==> config.mk <==
export PLATFORM = sky130hd
export DESIGN_NAME = instr_fetch_unit_flat
export DESIGN_NICKNAME = d
export VERILOG_FILES = /design/src/rtl/instr_fetch_unit_pkg.sv /design/src/rtl/instr_fetch_unit_if.sv /design/src/rtl/instr_fetch_unit_fifo.sv /design/src/rtl/instr_fetch_unit.sv /design/src/flat_wrapper.sv
export SDC_FILE = /design/constraint.sdc
export NUM_CORES = 1
export LEC_CHECK = 0
export CORE_MARGIN = 5
export CORE_UTILIZATION = 45
export DETAILED_ROUTE_END_ITERATION = 16
export GPL_ROUTABILITY_DRIVEN = 0
export GPL_TIMING_DRIVEN = 0
export PLACE_DENSITY = 0.83
export SLEW_MARGIN = 20
export SYNTH_ARGS = -nofsm -noshare
export SYNTH_HDL_FRONTEND = slang
export SYNTH_HIERARCHICAL = 1
export SYNTH_SLANG_ARGS = --single-unit
==> constraint.sdc <==
create_clock -name clk -period 9.35 [get_ports clk]
set_input_delay 1.87 -clock clk [delete_from_list [all_inputs] [get_ports clk]]
set_output_delay 1.87 -clock clk [all_outputs]
set_load 0.02 [all_outputs]
==> src/rtl/instr_fetch_unit_pkg.sv <==
// Shared types and constants for the instruction fetch unit: FSM states, buffer entry layout,
// the canonical NOP and the sequential fetch increment.
package instr_fetch_unit_pkg;

    typedef enum logic [1:0] {
        ST_IDLE  = 2'b00,
        ST_FETCH = 2'b01,
        ST_DRAIN = 2'b10
    } ifu_state_e;

    localparam logic [31:0] NOP    = 32'h0000_0013;
    localparam logic [31:0] PC_INC = 32'd4;

    typedef struct packed {
        logic [31:0] pc;
        logic [31:0] instr;
    } ifu_entry_t;

    function automatic logic [31:0] word_align(input logic [31:0] addr);
        return addr & ~32'h0000_0003;
    endfunction

    // Fault entry presented to decode for a misaligned redirect target.
    function automatic ifu_entry_t trap_entry(input logic [31:0] pc);
        return '{pc: pc, instr: NOP};
    endfunction

endpackage

==> src/rtl/instr_fetch_unit_if.sv <==
// Bundles the imem request/response, redirect and decode handshakes of the fetch unit.
// master = fetch unit side, slave = memory/execute/decode environment side.
interface instr_fetch_unit_if;
    logic        imem_req_valid;
    logic        imem_req_ready;
    logic [31:0] imem_req_addr;
    logic        imem_rsp_valid;
    logic [31:0] imem_rsp_data;
    logic        redirect_valid;
    logic [31:0] redirect_pc;
    logic        if_valid;
    logic        if_ready;
    logic [31:0] if_pc;
    logic [31:0] if_instr;
    logic        if_exc;

    modport master (
        output imem_req_valid, imem_req_addr, if_valid, if_pc, if_instr, if_exc,
        input  imem_req_ready, imem_rsp_valid, imem_rsp_data, redirect_valid, redirect_pc, if_ready
    );

    modport slave (
        input  imem_req_valid, imem_req_addr, if_valid, if_pc, if_instr, if_exc,
        output imem_req_ready, imem_rsp_valid, imem_rsp_data, redirect_valid, redirect_pc, if_ready
    );
endinterface

==> src/rtl/instr_fetch_unit_fifo.sv <==
// ifu_fifo: first-word-fall-through synchronous FIFO with flush and occupancy count.
// A push into a full FIFO is dropped; the fetch credit scheme keeps that from happening.
module ifu_fifo #(
    parameter  int unsigned WIDTH = 64,
    parameter  int unsigned DEPTH = 2,
    localparam int unsigned PW    = $clog2(DEPTH),
    localparam int unsigned CW    = $clog2(DEPTH + 1)
) (
    input  logic             clk,
    input  logic             rst,
    input  logic             flush_i,
    input  logic             push_i,
    input  logic [WIDTH-1:0] push_data_i,
    input  logic             pop_i,
    output logic [WIDTH-1:0] pop_data_o,
    output logic             empty_o,
    output logic [CW-1:0]    count_o
);

    localparam logic [PW-1:0] PTR_ONE = PW'(1);

    logic [WIDTH-1:0] mem_q [DEPTH];
    logic [PW-1:0]    wr_ptr_q, wr_ptr_d;
    logic [PW-1:0]    rd_ptr_q, rd_ptr_d;
    logic [CW-1:0]    count_q, count_d;
    logic             push_en, pop_en;

    assign empty_o    = (count_q == '0);
    assign count_o    = count_q;
    assign pop_data_o = mem_q[rd_ptr_q];
    assign push_en    = push_i && !flush_i && (count_q != CW'(DEPTH));
    assign pop_en     = pop_i && !empty_o;

    always_comb begin
        wr_ptr_d = wr_ptr_q;
        rd_ptr_d = rd_ptr_q;
        count_d  = count_q;
        if (flush_i) begin
            wr_ptr_d = '0;
            rd_ptr_d = '0;
            count_d  = '0;
        end else begin
            if (push_en) wr_ptr_d = wr_ptr_q + PTR_ONE;
            if (pop_en)  rd_ptr_d = rd_ptr_q + PTR_ONE;
            count_d = count_q + CW'(push_en) - CW'(pop_en);
        end
    end

    always_ff @(posedge clk or negedge rst) begin
        if (!rst) begin
            wr_ptr_q <= '0;
            rd_ptr_q <= '0;
            count_q  <= '0;
        end else begin
            wr_ptr_q <= wr_ptr_d;
            rd_ptr_q <= rd_ptr_d;
            count_q  <= count_d;
        end
    end

    always_ff @(posedge clk) begin
        if (push_en) mem_q[wr_ptr_q] <= push_data_i;
    end

endmodule

==> src/rtl/instr_fetch_unit.sv <==
// RV32 fetch front end: owns the fetch PC, issues credit-limited imem requests, buffers in-order
// responses for decode and drains stale responses after a redirect. Option: IFU_MISALIGN_TRAP_EN.
module instr_fetch_unit
    import instr_fetch_unit_pkg::*;
#(
    parameter logic [31:0] RESET_PC   = 32'h0000_0000,
    parameter int unsigned FIFO_DEPTH = 2,
    parameter int unsigned MAX_OUTSTD = 2
) (
    input  logic               clk,
    input  logic               rst,
    instr_fetch_unit_if.master bus
);

    localparam int unsigned OCW = $clog2(MAX_OUTSTD + 1);
    localparam int unsigned FCW = $clog2(FIFO_DEPTH + 1);

    ifu_state_e     state_q, state_d;
    logic [31:0]    pc_q, pc_d;
    logic [OCW-1:0] outstd_q, outstd_d, drop_q, drop_d;
    logic [OCW-1:0] outstd_evt, drop_evt;
    logic           req_valid, acc, rsp, redir, fetch_en;
    logic           fifo_push, fifo_pop, fifo_flush, fifo_empty;
    logic [FCW-1:0] fifo_count;
    logic [31:0]    redir_target, rsp_tag, credit_used;
    ifu_entry_t     push_entry, head_entry;

    assign acc   = req_valid && bus.imem_req_ready;
    assign rsp   = bus.imem_rsp_valid;
    assign redir = bus.redirect_valid;

    assign outstd_evt  = outstd_q + OCW'(acc) - OCW'(rsp);
    assign drop_evt    = drop_q - OCW'(rsp);
    assign credit_used = 32'(outstd_q) + 32'(fifo_count);
    // The oldest live request sits outstd entries behind the current fetch PC.
    assign rsp_tag     = pc_q - (32'(outstd_q) << 2);
    assign push_entry  = '{pc: rsp_tag, instr: bus.imem_rsp_data};

    assign req_valid = (state_q == ST_FETCH) && !redir && fetch_en &&
                       (credit_used < FIFO_DEPTH) && (32'(outstd_q) < MAX_OUTSTD);

    assign bus.imem_req_valid = req_valid;
    assign bus.imem_req_addr  = pc_q;

    always_comb begin
        state_d    = state_q;
        pc_d       = pc_q;
        outstd_d   = outstd_q;
        drop_d     = drop_q;
        fifo_push  = 1'b0;
        fifo_flush = 1'b0;
        case (state_q)
            ST_IDLE: state_d = ST_FETCH;
            ST_FETCH: begin
                if (acc) pc_d = pc_q + PC_INC;
                outstd_d  = outstd_evt;
                fifo_push = rsp && !redir;
                if (redir) begin
                    pc_d       = redir_target;
                    fifo_flush = 1'b1;
                    outstd_d   = '0;
                    if (outstd_evt != '0) begin
                        drop_d  = outstd_evt;
                        state_d = ST_DRAIN;
                    end
                end
            end
            ST_DRAIN: begin
                drop_d = drop_evt;
                if (redir) begin
                    pc_d       = redir_target;
                    fifo_flush = 1'b1;
                end
                if (drop_evt == '0) state_d = ST_FETCH;
            end
            default: state_d = ST_IDLE;
        endcase
    end

    always_ff @(posedge clk or negedge rst) begin
        if (!rst) begin
            state_q  <= ST_IDLE;
            pc_q     <= RESET_PC;
            outstd_q <= '0;
            drop_q   <= '0;
        end else begin
            state_q  <= state_d;
            pc_q     <= pc_d;
            outstd_q <= outstd_d;
            drop_q   <= drop_d;
        end
    end

    ifu_fifo #(
        .WIDTH (64),
        .DEPTH (FIFO_DEPTH)
    ) u_fifo (
        .clk         (clk),
        .rst         (rst),
        .flush_i     (fifo_flush),
        .push_i      (fifo_push),
        .push_data_i (push_entry),
        .pop_i       (fifo_pop),
        .pop_data_o  (head_entry),
        .empty_o     (fifo_empty),
        .count_o     (fifo_count)
    );

    assign fifo_pop = bus.if_ready && !fifo_empty;

`ifdef IFU_MISALIGN_TRAP_EN
    logic        halt_q, halt_d, exc_pend_q, exc_pend_d, exc_valid_q, exc_valid_d;
    logic [31:0] exc_pc_q, exc_pc_d;
    ifu_entry_t  exc_entry;

    assign redir_target = bus.redirect_pc;
    assign fetch_en     = !halt_q;
    assign exc_entry    = trap_entry(exc_pc_q);

    // The fault entry only appears once stale responses are drained (state back in FETCH).
    always_comb begin
        halt_d      = halt_q;
        exc_pend_d  = exc_pend_q;
        exc_valid_d = exc_valid_q;
        exc_pc_d    = exc_pc_q;
        if (redir) begin
            halt_d      = (redir_target[1:0] != 2'b00);
            exc_pend_d  = (redir_target[1:0] != 2'b00);
            exc_valid_d = 1'b0;
            exc_pc_d    = redir_target;
        end else begin
            if (exc_valid_q && bus.if_ready) exc_valid_d = 1'b0;
            if (exc_pend_q && state_q == ST_FETCH) begin
                exc_pend_d  = 1'b0;
                exc_valid_d = 1'b1;
            end
        end
    end

    always_ff @(posedge clk or negedge rst) begin
        if (!rst) begin
            halt_q      <= 1'b0;
            exc_pend_q  <= 1'b0;
            exc_valid_q <= 1'b0;
            exc_pc_q    <= '0;
        end else begin
            halt_q      <= halt_d;
            exc_pend_q  <= exc_pend_d;
            exc_valid_q <= exc_valid_d;
            exc_pc_q    <= exc_pc_d;
        end
    end

    assign bus.if_valid = exc_valid_q || !fifo_empty;
    assign bus.if_pc    = exc_valid_q ? exc_entry.pc    : head_entry.pc;
    assign bus.if_instr = exc_valid_q ? exc_entry.instr : head_entry.instr;
    assign bus.if_exc   = exc_valid_q;
`else
    assign redir_target = word_align(bus.redirect_pc);
    assign fetch_en     = 1'b1;
    assign bus.if_valid = !fifo_empty;
    assign bus.if_pc    = head_entry.pc;
    assign bus.if_instr = head_entry.instr;
    assign bus.if_exc   = 1'b0;
`endif

endmodule

==> src/flat_wrapper.sv <==
// flat-port wrapper written by rule: the top's interface ports become plain ports
module instr_fetch_unit_flat import instr_fetch_unit_pkg::*;
#(
    parameter logic [31:0] RESET_PC   = 32'h0000_0000,
    parameter int unsigned FIFO_DEPTH = 2,
    parameter int unsigned MAX_OUTSTD = 2
)
  (clk, rst, bus_imem_req_valid, bus_imem_req_addr, bus_if_valid, bus_if_pc, bus_if_instr, bus_if_exc, bus_imem_req_ready, bus_imem_rsp_valid, bus_imem_rsp_data, bus_redirect_valid, bus_redirect_pc, bus_if_ready);
  instr_fetch_unit_if bus_i ();
  input  logic clk;
  input  logic rst;
  output wire logic [$bits(bus_i.imem_req_valid)-1:0] bus_imem_req_valid;
  output wire logic [$bits(bus_i.imem_req_addr)-1:0] bus_imem_req_addr;
  output wire logic [$bits(bus_i.if_valid)-1:0] bus_if_valid;
  output wire logic [$bits(bus_i.if_pc)-1:0] bus_if_pc;
  output wire logic [$bits(bus_i.if_instr)-1:0] bus_if_instr;
  output wire logic [$bits(bus_i.if_exc)-1:0] bus_if_exc;
  input wire logic [$bits(bus_i.imem_req_ready)-1:0] bus_imem_req_ready;
  input wire logic [$bits(bus_i.imem_rsp_valid)-1:0] bus_imem_rsp_valid;
  input wire logic [$bits(bus_i.imem_rsp_data)-1:0] bus_imem_rsp_data;
  input wire logic [$bits(bus_i.redirect_valid)-1:0] bus_redirect_valid;
  input wire logic [$bits(bus_i.redirect_pc)-1:0] bus_redirect_pc;
  input wire logic [$bits(bus_i.if_ready)-1:0] bus_if_ready;
  assign bus_imem_req_valid = bus_i.imem_req_valid;
  assign bus_imem_req_addr = bus_i.imem_req_addr;
  assign bus_if_valid = bus_i.if_valid;
  assign bus_if_pc = bus_i.if_pc;
  assign bus_if_instr = bus_i.if_instr;
  assign bus_if_exc = bus_i.if_exc;
  assign bus_i.imem_req_ready = bus_imem_req_ready;
  assign bus_i.imem_rsp_valid = bus_imem_rsp_valid;
  assign bus_i.imem_rsp_data = bus_imem_rsp_data;
  assign bus_i.redirect_valid = bus_redirect_valid;
  assign bus_i.redirect_pc = bus_redirect_pc;
  assign bus_i.if_ready = bus_if_ready;
  instr_fetch_unit #(.RESET_PC(RESET_PC), .FIFO_DEPTH(FIFO_DEPTH), .MAX_OUTSTD(MAX_OUTSTD)) u_core (.clk(clk), .rst(rst), .bus(bus_i));
endmodule
# == Word level (Yosys, flattened, before mapping) ==
# Memory sizes are Yosys's and may differ from the RTL's.
# Cells that the tools add are included.
# word_totals
ram_bits,128
mem_count,1
register_bits,42
latchBits,0
inputBits,70
word_cells,73
out_inout_bits,99
mem_bits_ro,0
# mem_list
memory,words,word_bits,read_ports,rd_ports_with_merged_regs,wr,line,text
u_core.u_fifo.mem_q,2,64,1,0,1,instr_fetch_unit_fifo.sv:22,logic [WIDTH-1:0] mem_q [DEPTH];
# op_classes
n_addsub,10
shifts,0
muxes,22
div,0
n_eq_ne,8
n_bitwise,0
n_reduce_logical,23
n_mul,0
magnitude_cmp,2
# ops
op,n
32-bit two-way mux,3
32-bit one-hot mux with 2 select lines,1
"32-bit by 3-bit adder with 32-bit output, second input constant",1
"32-bit by 2-bit < comparator with 1-bit output, second input constant",1
32-bit by 4-bit subtractor with 32-bit output,1
2-bit two-way mux,7
1-bit logical AND,9
1-bit two-way mux,9
3-bit AND reduction,3
"2-bit inequality test, second input constant",4
2-bit nonzero test,4
2-bit logical NOT,3
2-bit one-hot mux with 3 select lines,1
2-bit by 1-bit subtractor with 2-bit output,3
2-bit by 1-bit adder with 2-bit output,2
2-bit one-hot mux with 2 select lines,1
2-bit by 2-bit adder with 3-bit output,1
1-bit logical NOT,3
"3-bit by 2-bit inequality test with 1-bit output, second input constant",1
"1-bit adder, second input constant",2
"2-bit by 1-bit equality test with 1-bit output, second input constant",1
"2-bit equality test, second input constant",1
"2-bit < comparator, second input constant",1
"2-bit by 1-bit inequality test with 1-bit output, second input constant",1
2-bit OR reduction,1

# == Longest topological paths before layout ==
# Gate-level depths: netlist (run 1).
# logic_depth
word_depth,11
depth_mapped,13
depth_no_buf,13

# == Hierarchy ==
# The synthesis (run 1) kept the hierarchy.
# modules_own_cells
mod,n_inst,cells_each,area_per_inst_um2,seq_area_each_um2
ifu_fifo,1,222,5047.3,3943.8
instr_fetch_unit,1,395,3153.0,900.9

# == Worst setup path after synthesis (run 1) ==
# OpenSTA, ideal clock, no wires.
# synth_path
kind,input port to flip-flop
start,input bus_redirect_valid
end,"memory u_core.u_fifo.mem_q[0][0], enable pin"
t_required_ns,8.864
n_path_buf,1
cell_stages,5
setup_slack_ns,3.613
arrival_ns,5.251
setup_time_ns,0.486
cell_sequence,clkbuf_1 -> nand2_1 -> inv_1 -> nand3b_1 -> nor2_1
# synth_between
elab_chain_len,7
elab_cells_between_ends,10
cone_classes,mux (5); reduce/logical (5)
# synth_rtl
item,line,text
start: declaration,flat_wrapper.sv:21,input wire logic [$bits(bus_i.redirect_valid)-1:0] bus_redirect_valid;
1-bit two-way mux,"instr_fetch_unit.sv:58, instr_fetch_unit.sv:70",
1-bit two-way mux,-,
net u_core.fifo_flush,instr_fetch_unit.sv:23,"logic fifo_push, fifo_pop, fifo_flush, fifo_empty;"
1-bit logical NOT,instr_fetch_unit_fifo.sv:31,assign push_en = push_i && !flush_i && (count_q != CW'(DEPTH));
1-bit logical AND (2 in series),instr_fetch_unit_fifo.sv:31,
1-bit two-way mux,instr_fetch_unit_fifo.sv:62,if (push_en) mem_q[wr_ptr_q] <= push_data_i;
1-bit two-way mux (not written as such),instr_fetch_unit_fifo.sv:62,
end: declaration,instr_fetch_unit_fifo.sv:22,
# The timed path passes the listed nets, and every way through them passes these cells.

# == Final worst setup path (run 1) ==
# layout_path
start,input bus_redirect_valid
end,output bus_imem_req_valid
# layout_between
elab_chain_len,4
# layout_rtl
item,line,text
1-bit logical NOT,instr_fetch_unit.sv:39,assign req_valid = (state_q == ST_FETCH) && !redir && fetch_en &&
1-bit logical AND (2 in series),instr_fetch_unit.sv:39,
1-bit logical AND,instr_fetch_unit.sv:40,(credit_used < FIFO_DEPTH) && (32'(outstd_q) < MAX_OUTSTD);
end: declaration,flat_wrapper.sv:12,output wire logic [$bits(bus_i.imem_req_valid)-1:0] bus_imem_req_valid;
# No other way between the ends.

==> impl_metrics.json, run 1 <==
{
  "yosys-top-cells-count": "edfxtp_1, mux2_4, nand2_1",
  "post-route-period-util_pct": 57.0,
  "fp.dieH_um": 145,
  "die_area_um2": 21000,
  "ys_seq_area_share_pct": 59.1,
  "worstHoldPathType": "reg2reg",
  "leakagePower_uw": 0.00398,
  "crit_path_cell_trace": "clkbuf_1 > nand2b_1 > nor4_1 > clkdlybuf4s50_1",
  "boundaryPins": 169,
  "post-place-ws_ns": 4.08,
  "path_clk_slew_ns": 0.07,
  "drt_iter0_drc": 518,
  "drt_pass1_iterations": 5,
  "placementRows": 49,
  "yosys.area_share.simple_pct": 12.3,
  "clock_sinks": 168,
  "antenna_left": 0,
  "die_x_um": 145,
  "synth_xor_area_share_pct": 3.31,
  "syn_area_um2": 8200,
  "endpoint_kind": "primary output",
  "synth_most_common_cell": "edfxtp_1",
  "antenna_found_initial": 0,
  "wl_per_cell_um": 19.0,
  "ys_seq_elements": 168,
  "hold_viol_final": 0,
  "synthFlopType": "edfxtp_1",
  "drive_gt1_share_pct": 18.1,
  "post_cts_buffers": 0,
  "ir_worst_vdd_mv": 0.175,
  "fmax_mhz": 188,
  "final_nets": 894,
  "setup_viol": 0,
  "hpwl_um": 14800,
  "area_growth_pct": 32.1,
  "grt_setup_unrepaired": "false",
  "routed_wirelength_um": 20000,
  "routed-via-count": 5784,
  "yosys.area.top_type": "edfxtp_1",
  "coreArea_um2": 18000,
  "clockRootBuffer": "clkbuf_16",
  "synth_fa_ha_area_share_pct": 2.47,
  "fin_tns_setup_ns": 0,
  "netlist.area_leader.share_pct": 46.9,
  "cts.path.max_buffers": 2,
  "worst_slew_pin_slew_ns": 0.803,
  "worstSetupStartpointType": "primary input",
  "synth_compound_area_share_pct": 7.96,
  "worstPathMaxFanout": 9,
  "slowest_delay_ns": 0.71,
  "setup_ws_ns": 4.02,
  "start_util_pct": 45.7,
  "cts_buffers": 17,
  "cp_slowest_cell": "clkdlybuf4s50_1",
  "io_buffers": 162,
  "cts.repair.resized": 0,
  "timing_worst_setup_path_type": "in2out",
  "crit_family": "buffers and inverters",
  "grt_start_max_net_pins": 26,
  "antenna_cells": 0,
  "cp.required_ns": 7.48,
  "cts_tree": "built",
  "synth_cells": 617,
  "period_minus_slack_ns": 5.33,
  "synth_area_per_cell_um2": 13.3,
  "grt_remaining_overflow": 0,
  "async_flop_share_pct": 23.8,
  "relSlewSlack_pct": 46.5,
  "synth_top_family_by_area": "simple AND/OR/NAND/NOR gates",
  "synth-edff-count": 128,
  "critical_path_buf_inv_count": 2,
  "outcome": "completed",
  "ctsHoldBuffers": 0,
  "muxShareOfSynthArea_pct": 11.2,
  "htree_num_levels": 4,
  "skew_ns": 0.0119,
  "slew_violations": 0,
  "synthTopCellsByArea": "edfxtp_1, dfrtp_1, mux2_4, a21oi_1, mux2_2",
  "grt_pass1_vias": 5815,
  "drcViolationCount": 0,
  "power.density_nw_per_um2": 314,
  "final_util_pct": 60.3,
  "synth.distinct_cells": 65,
  "synth-warning-count": 6,
  "arrival_ns": 3.46,
  "grt_pass1_wl_um": 31400,
  "clk_latency_ns": 0.42,
  "viasPerCell": 5.50,
  "grt_use_total_pct": 18.8,
  "maxCapViolations": 0
}
-- per-stage QoR --
| step | hold slack (ns) | instance area [um2] | total power [uW] | cells |
|---|---|---|---|---|
| after floorplan | 0.452 | 8220 | 2120 | 623 |
| after global placement | 0.466 | 10100 | 2690 | 1014 |
| after detailed placement | 0.531 | 10300 | 2730 | 1019 |
| after CTS | 0.546 | 10800 | 3430 | 1051 |
| after global routing | 0.574 | 10800 | 3580 | 1051 |
| final | 0.549 | 10800 | 3400 | 1051 |
-- where the power goes --
group | internal, uW | switching [uW]
Combinational | 732 | 888
Clock | 395 | 284
Sequential | 971 | 134
Total | 2100 | 1310
-- layout by cell type (no fill, tap or decap), types with 7 or more instances in the layout --
cell type	n
mux2_2	15
a21oi_1	34
xnor2_1	17
ha_1	13
o21ai_0	16
nor2_1	39
nand4_1	7
dfrtp_1	40
nand2_1	45
nor3_1	13
xor2_1	14
mux2_4	50
o22ai_1	12
buf_6	8
nor4_1	7
nand3_1	17
a2bb2oi_1	8
and2_1	8
buf_2	11
conb_1	7
clkbuf_16	17
clkdlybuf4s50_1	161
inv_1	17
edfxtp_1	128
clkbuf_1	14
-- metal layers --
metal  routed length (um)  vias to the layer above  part of all wire [%]  track usage, %
met3                 1770                       39                   8.8            4.15
met2                 9950                      278                    50            31.5
met5                    0                        -                     0               0
li1                     -                     2669                     -               -
met4                  489                        0                   2.4            7.20
met1                 7810                     2798                    39            23.8
-- worst min-delay path, stage by stage (launching register included) --
cell,delay (ns)
dfrtp_1,0.35
nor2_1,0.05
a21oi_1,0.11
-- cells by family (layout without fill, tap and decap cells) --
family | Yosys count | in the layout
buffers and inverters | 55 | 254
adders and majority gates | 15 | 15
and+or+nand+nor | 181 | 181
muxes | 65 | 65
DFF | 168 | 168
xor gates and xnor gates | 31 | 31
AOI/OAI and AO/OA | 101 | 101
other | 1 | 7
-- state kept, by name, summed over array words and instances (netlist names) --
register                  flops
u_core/drop_q                 2
u_core/outstd_q               2
u_core/u_fifo/mem_q         128
u_core/state_q                2
u_core/bus.imem_req_addr     30
u_core/u_fifo/wr_ptr_q        1
u_core/u_fifo/count_o         2
u_core/u_fifo/rd_ptr_q        1
-- area by class of cell --
class / count / area [um2]
Fill cell: 1426 / 7130
Sequential cell: 168 / 4840
Multi-Input combinational cell: 400 / 3090
Timing Repair Buffer: 167 / 1730
Clock buffer: 18 / 429
Tap cell: 229 / 287
Buffer: 38 / 235
Clock inverter: 14 / 150
Inverter: 17 / 63.8
-- worst paths after layout --
| path | cells past startpoint | end | slack, ns | startpoint |
|---|---|---|---|---|
| worst max-delay path | 4 | bus_imem_req_valid | 4.02 | bus_redirect_valid |
| worst min-delay path | 2 | u_core/drop_q[0]$_DFFE_PN0P_ | 0.55 | u_core/drop_q[0]$_DFFE_PN0P_ |
| worst max register to register | 12 | u_core/state_q[1]$_DFFE_PN0P_ | 5.79 | u_core/outstd_q[0]$_DFFE_PN0N_ |
| worst min register to register | 2 | u_core/drop_q[0]$_DFFE_PN0P_ | 0.55 | u_core/drop_q[0]$_DFFE_PN0P_ |
| max in group asynchronous | 2 | u_core/bus.imem_req_addr[11]$_DFFE_PN0P_ | 7.46 | rst |
| min in group asynchronous | 1 | u_core/outstd_q[1]$_DFFE_PN0N_ | 1.39 | rst |
No activity file was read; power rests on OpenSTA's default activity.
==> run 2: changes to the inputs <==
- clock period: 9.35 -> 5.35 ns (I/O delays scaled with it)
==> results of run 2 <==
The final DEF is identical to that of run 1. Status: completed.
Main changes from that run: setup slack after placement 4.08 ns -> 1.51 ns; setup slack after layout 4.02 ns -> 1.56 ns; start point of the critical path bus_redirect_valid -> u_core/outstd_q[0]$_DFFE_PN0N_; register-to-register setup slack 5.79 ns -> 1.79 ns; total power 3400 uW -> 5950 uW; worst IR drop on VDD 0.175 mV -> 0.305 mV
==> run 3: changes to the inputs <==
- PLACE_DENSITY: 0.83 -> 0.85
- clock period: 5.35 -> 3.2 ns (I/O delays scaled with it)
==> impl_metrics.json, run 3 (synthesis results as in run 1) <==
{
  "worstHoldPathType": "in2async",
  "power.density_nw_per_um2": 921,
  "routed_wirelength_um": 20700,
  "worst_slew_pin_slew_ns": 0.899,
  "grt_start_max_net_pins": 25,
  "path_clk_slew_ns": 0.07,
  "area_growth_pct": 33.9,
  "grt_setup_unrepaired": "true",
  "ir_worst_vdd_mv": 0.573,
  "clock_sinks": 168,
  "drive_gt1_share_pct": 20.4,
  "final_util_pct": 61.1,
  "outcome": "completed",
  "antenna_found_initial": 0,
  "drt_pass1_iterations": 5,
  "routed-via-count": 5896,
  "holdWs_ns": 0.148,
  "htree_num_levels": 4,
  "clk_latency_ns": 0.43,
  "cp_slowest_cell": "fa_2",
  "grt_remaining_overflow": 0,
  "slowest_delay_ns": 0.45,
  "cp.required_ns": 3.52,
  "leakagePower_uw": 0.00406,
  "slew_violations": 0,
  "maxCapViolations": 0,
  "clockRootBuffer": "clkbuf_16",
  "grt_use_total_pct": 19.3,
  "drcViolationCount": 0,
  "crit_top_cell": "xnor2_2",
  "period_minus_slack_ns": 3.11,
  "hold_viol_final": 0,
  "worstSetupStartpointType": "flip-flop",
  "setup_ws_ns": 0.0914,
  "die_x_um": 145,
  "relSlewSlack_pct": 40.1,
  "final_common_cell": "clkdlybuf4s50_1",
  "ctsHoldBuffers": 0,
  "cts_tree": "built",
  "timing_worst_setup_path_type": "reg2reg",
  "regMostFlops": "u_core/u_fifo/mem_q",
  "post-route-period-util_pct": 97.1,
  "coreArea_um2": 18000,
  "die_area_um2": 21000,
  "grt_pass1_vias": 5885,
  "placementRows": 49,
  "wl_per_cell_um": 19.5,
  "setup_viol": 0,
  "skew_ns": 0.0142,
  "boundaryPins": 169,
  "post-place-ws_ns": -0.187,
  "crit_path_cell_trace": "and2_4 > fa_2 > nor4_4 > nand2_1 > ha_1 > inv_1 > ha_2 > xnor2_2 > xnor2_2 > a221o_1 > nor2_2 > mux2_4",
  "antenna_left": 0,
  "cts.path.max_buffers": 2,
  "io_buffers": 162,
  "arrival_ns": 3.43,
  "largest_reg_flops": 128,
  "hpwl_um": 15200,
  "drt_iter0_drc": 512,
  "worstPathMaxFanout": 4,
  "fmax_mhz": 322,
  "final_cell_mix": "clkdlybuf4s50_1, edfxtp_1, mux2_4",
  "viasPerCell": 5.55,
  "cts_buffers": 17,
  "fin_tns_setup_ns": 0,
  "fp.dieH_um": 145,
  "endpoint_kind": "flip-flop",
  "fill_cells": 1363,
  "final_nets": 905,
  "grt_pass1_wl_um": 31900,
  "start_util_pct": 45.7,
  "antenna_cells": 0
}
==> run 3: path summary, 6_finish.rpt <==
check                                                from                                  endpoint  slack, ns  cells past startpoint
max in group asynchronous                             rst  u_core/bus.imem_req_addr[11]$_DFFE_PN0P_       2.55                      2
hold / removal                                        rst             u_core/state_q[1]$_DFFE_PN0P_       0.15                      1
setup / recovery           u_core/outstd_q[0]$_DFFE_PN0N_             u_core/state_q[1]$_DFFE_PN0P_       0.09                     12
setup reg to reg           u_core/outstd_q[0]$_DFFE_PN0N_             u_core/state_q[1]$_DFFE_PN0P_       0.09                     12
hold reg to reg              u_core/drop_q[1]$_DFFE_PN0P_              u_core/drop_q[1]$_DFFE_PN0P_       0.55                      1
min in group clk             u_core/drop_q[1]$_DFFE_PN0P_              u_core/drop_q[1]$_DFFE_PN0P_       0.55                      1
==> run 3: power by group <==
group	switching [uW]	leakage (uW)	internal, uW
clock	844	0.000275	1150
sequential	391	0.00161	2840
combinational	2660	0.00217	2220
total	3900	0.00406	6210
==> run 3: final cells by class <==
class | instances | area, um2 | area share, %
plain buffers | 38 | 235 | 2.14
clock buffers | 17 | 425 | 3.87
clock inverters | 15 | 150 | 1.37
inverters | 17 | 63.8 | 0.581
multi-input cells | 400 | 3160 | 28.8
flip-flops and latches | 168 | 4850 | 44.1
well taps | 229 | 287 | 2.61
repair buffers | 178 | 1810 | 16.5
==> run 3: repair_timing <==
item	in CTS	in global routing
resized for setup	6	6
endpoints found under the setup margin	1	48
pin swaps	1	5
setup buffers	2	9
gates cloned	0	0
==> run 3: worst max-delay path: cells and delay by family, from the launching register on <==
family,cells,cell delay [ns]
xor gates and xnor gates,2,0.33
DFF,1,0.40
muxes,1,0.31
adders and majority gates,3,0.89
and+or+nand+nor,4,0.67
buffers and inverters,1,0.04
AOI/OAI and AO/OA,1,0.37
==> run 3: metrics by stage <==
stage	power [uW]	cells	cell area, um2
after CTS	10100	1053	10900
after global routing	10600	1062	11000
after global placement	7870	1014	10200
after detailed placement	8010	1019	10300
final	10100	1062	11000
after floorplan	6220	623	8240
==> run 3: metal layers <==
| layer | vias to the layer above | track usage [%] | wire (um) |
|---|---|---|---|
| li1 | 2695 | - | - |
| met1 | 2881 | 24.0 | 8080 |
| met2 | 280 | 32.3 | 10400 |
| met3 | 40 | 5.46 | 1770 |
| met4 | 0 | 6.54 | 451 |
| met5 | - | 0 | 0 |
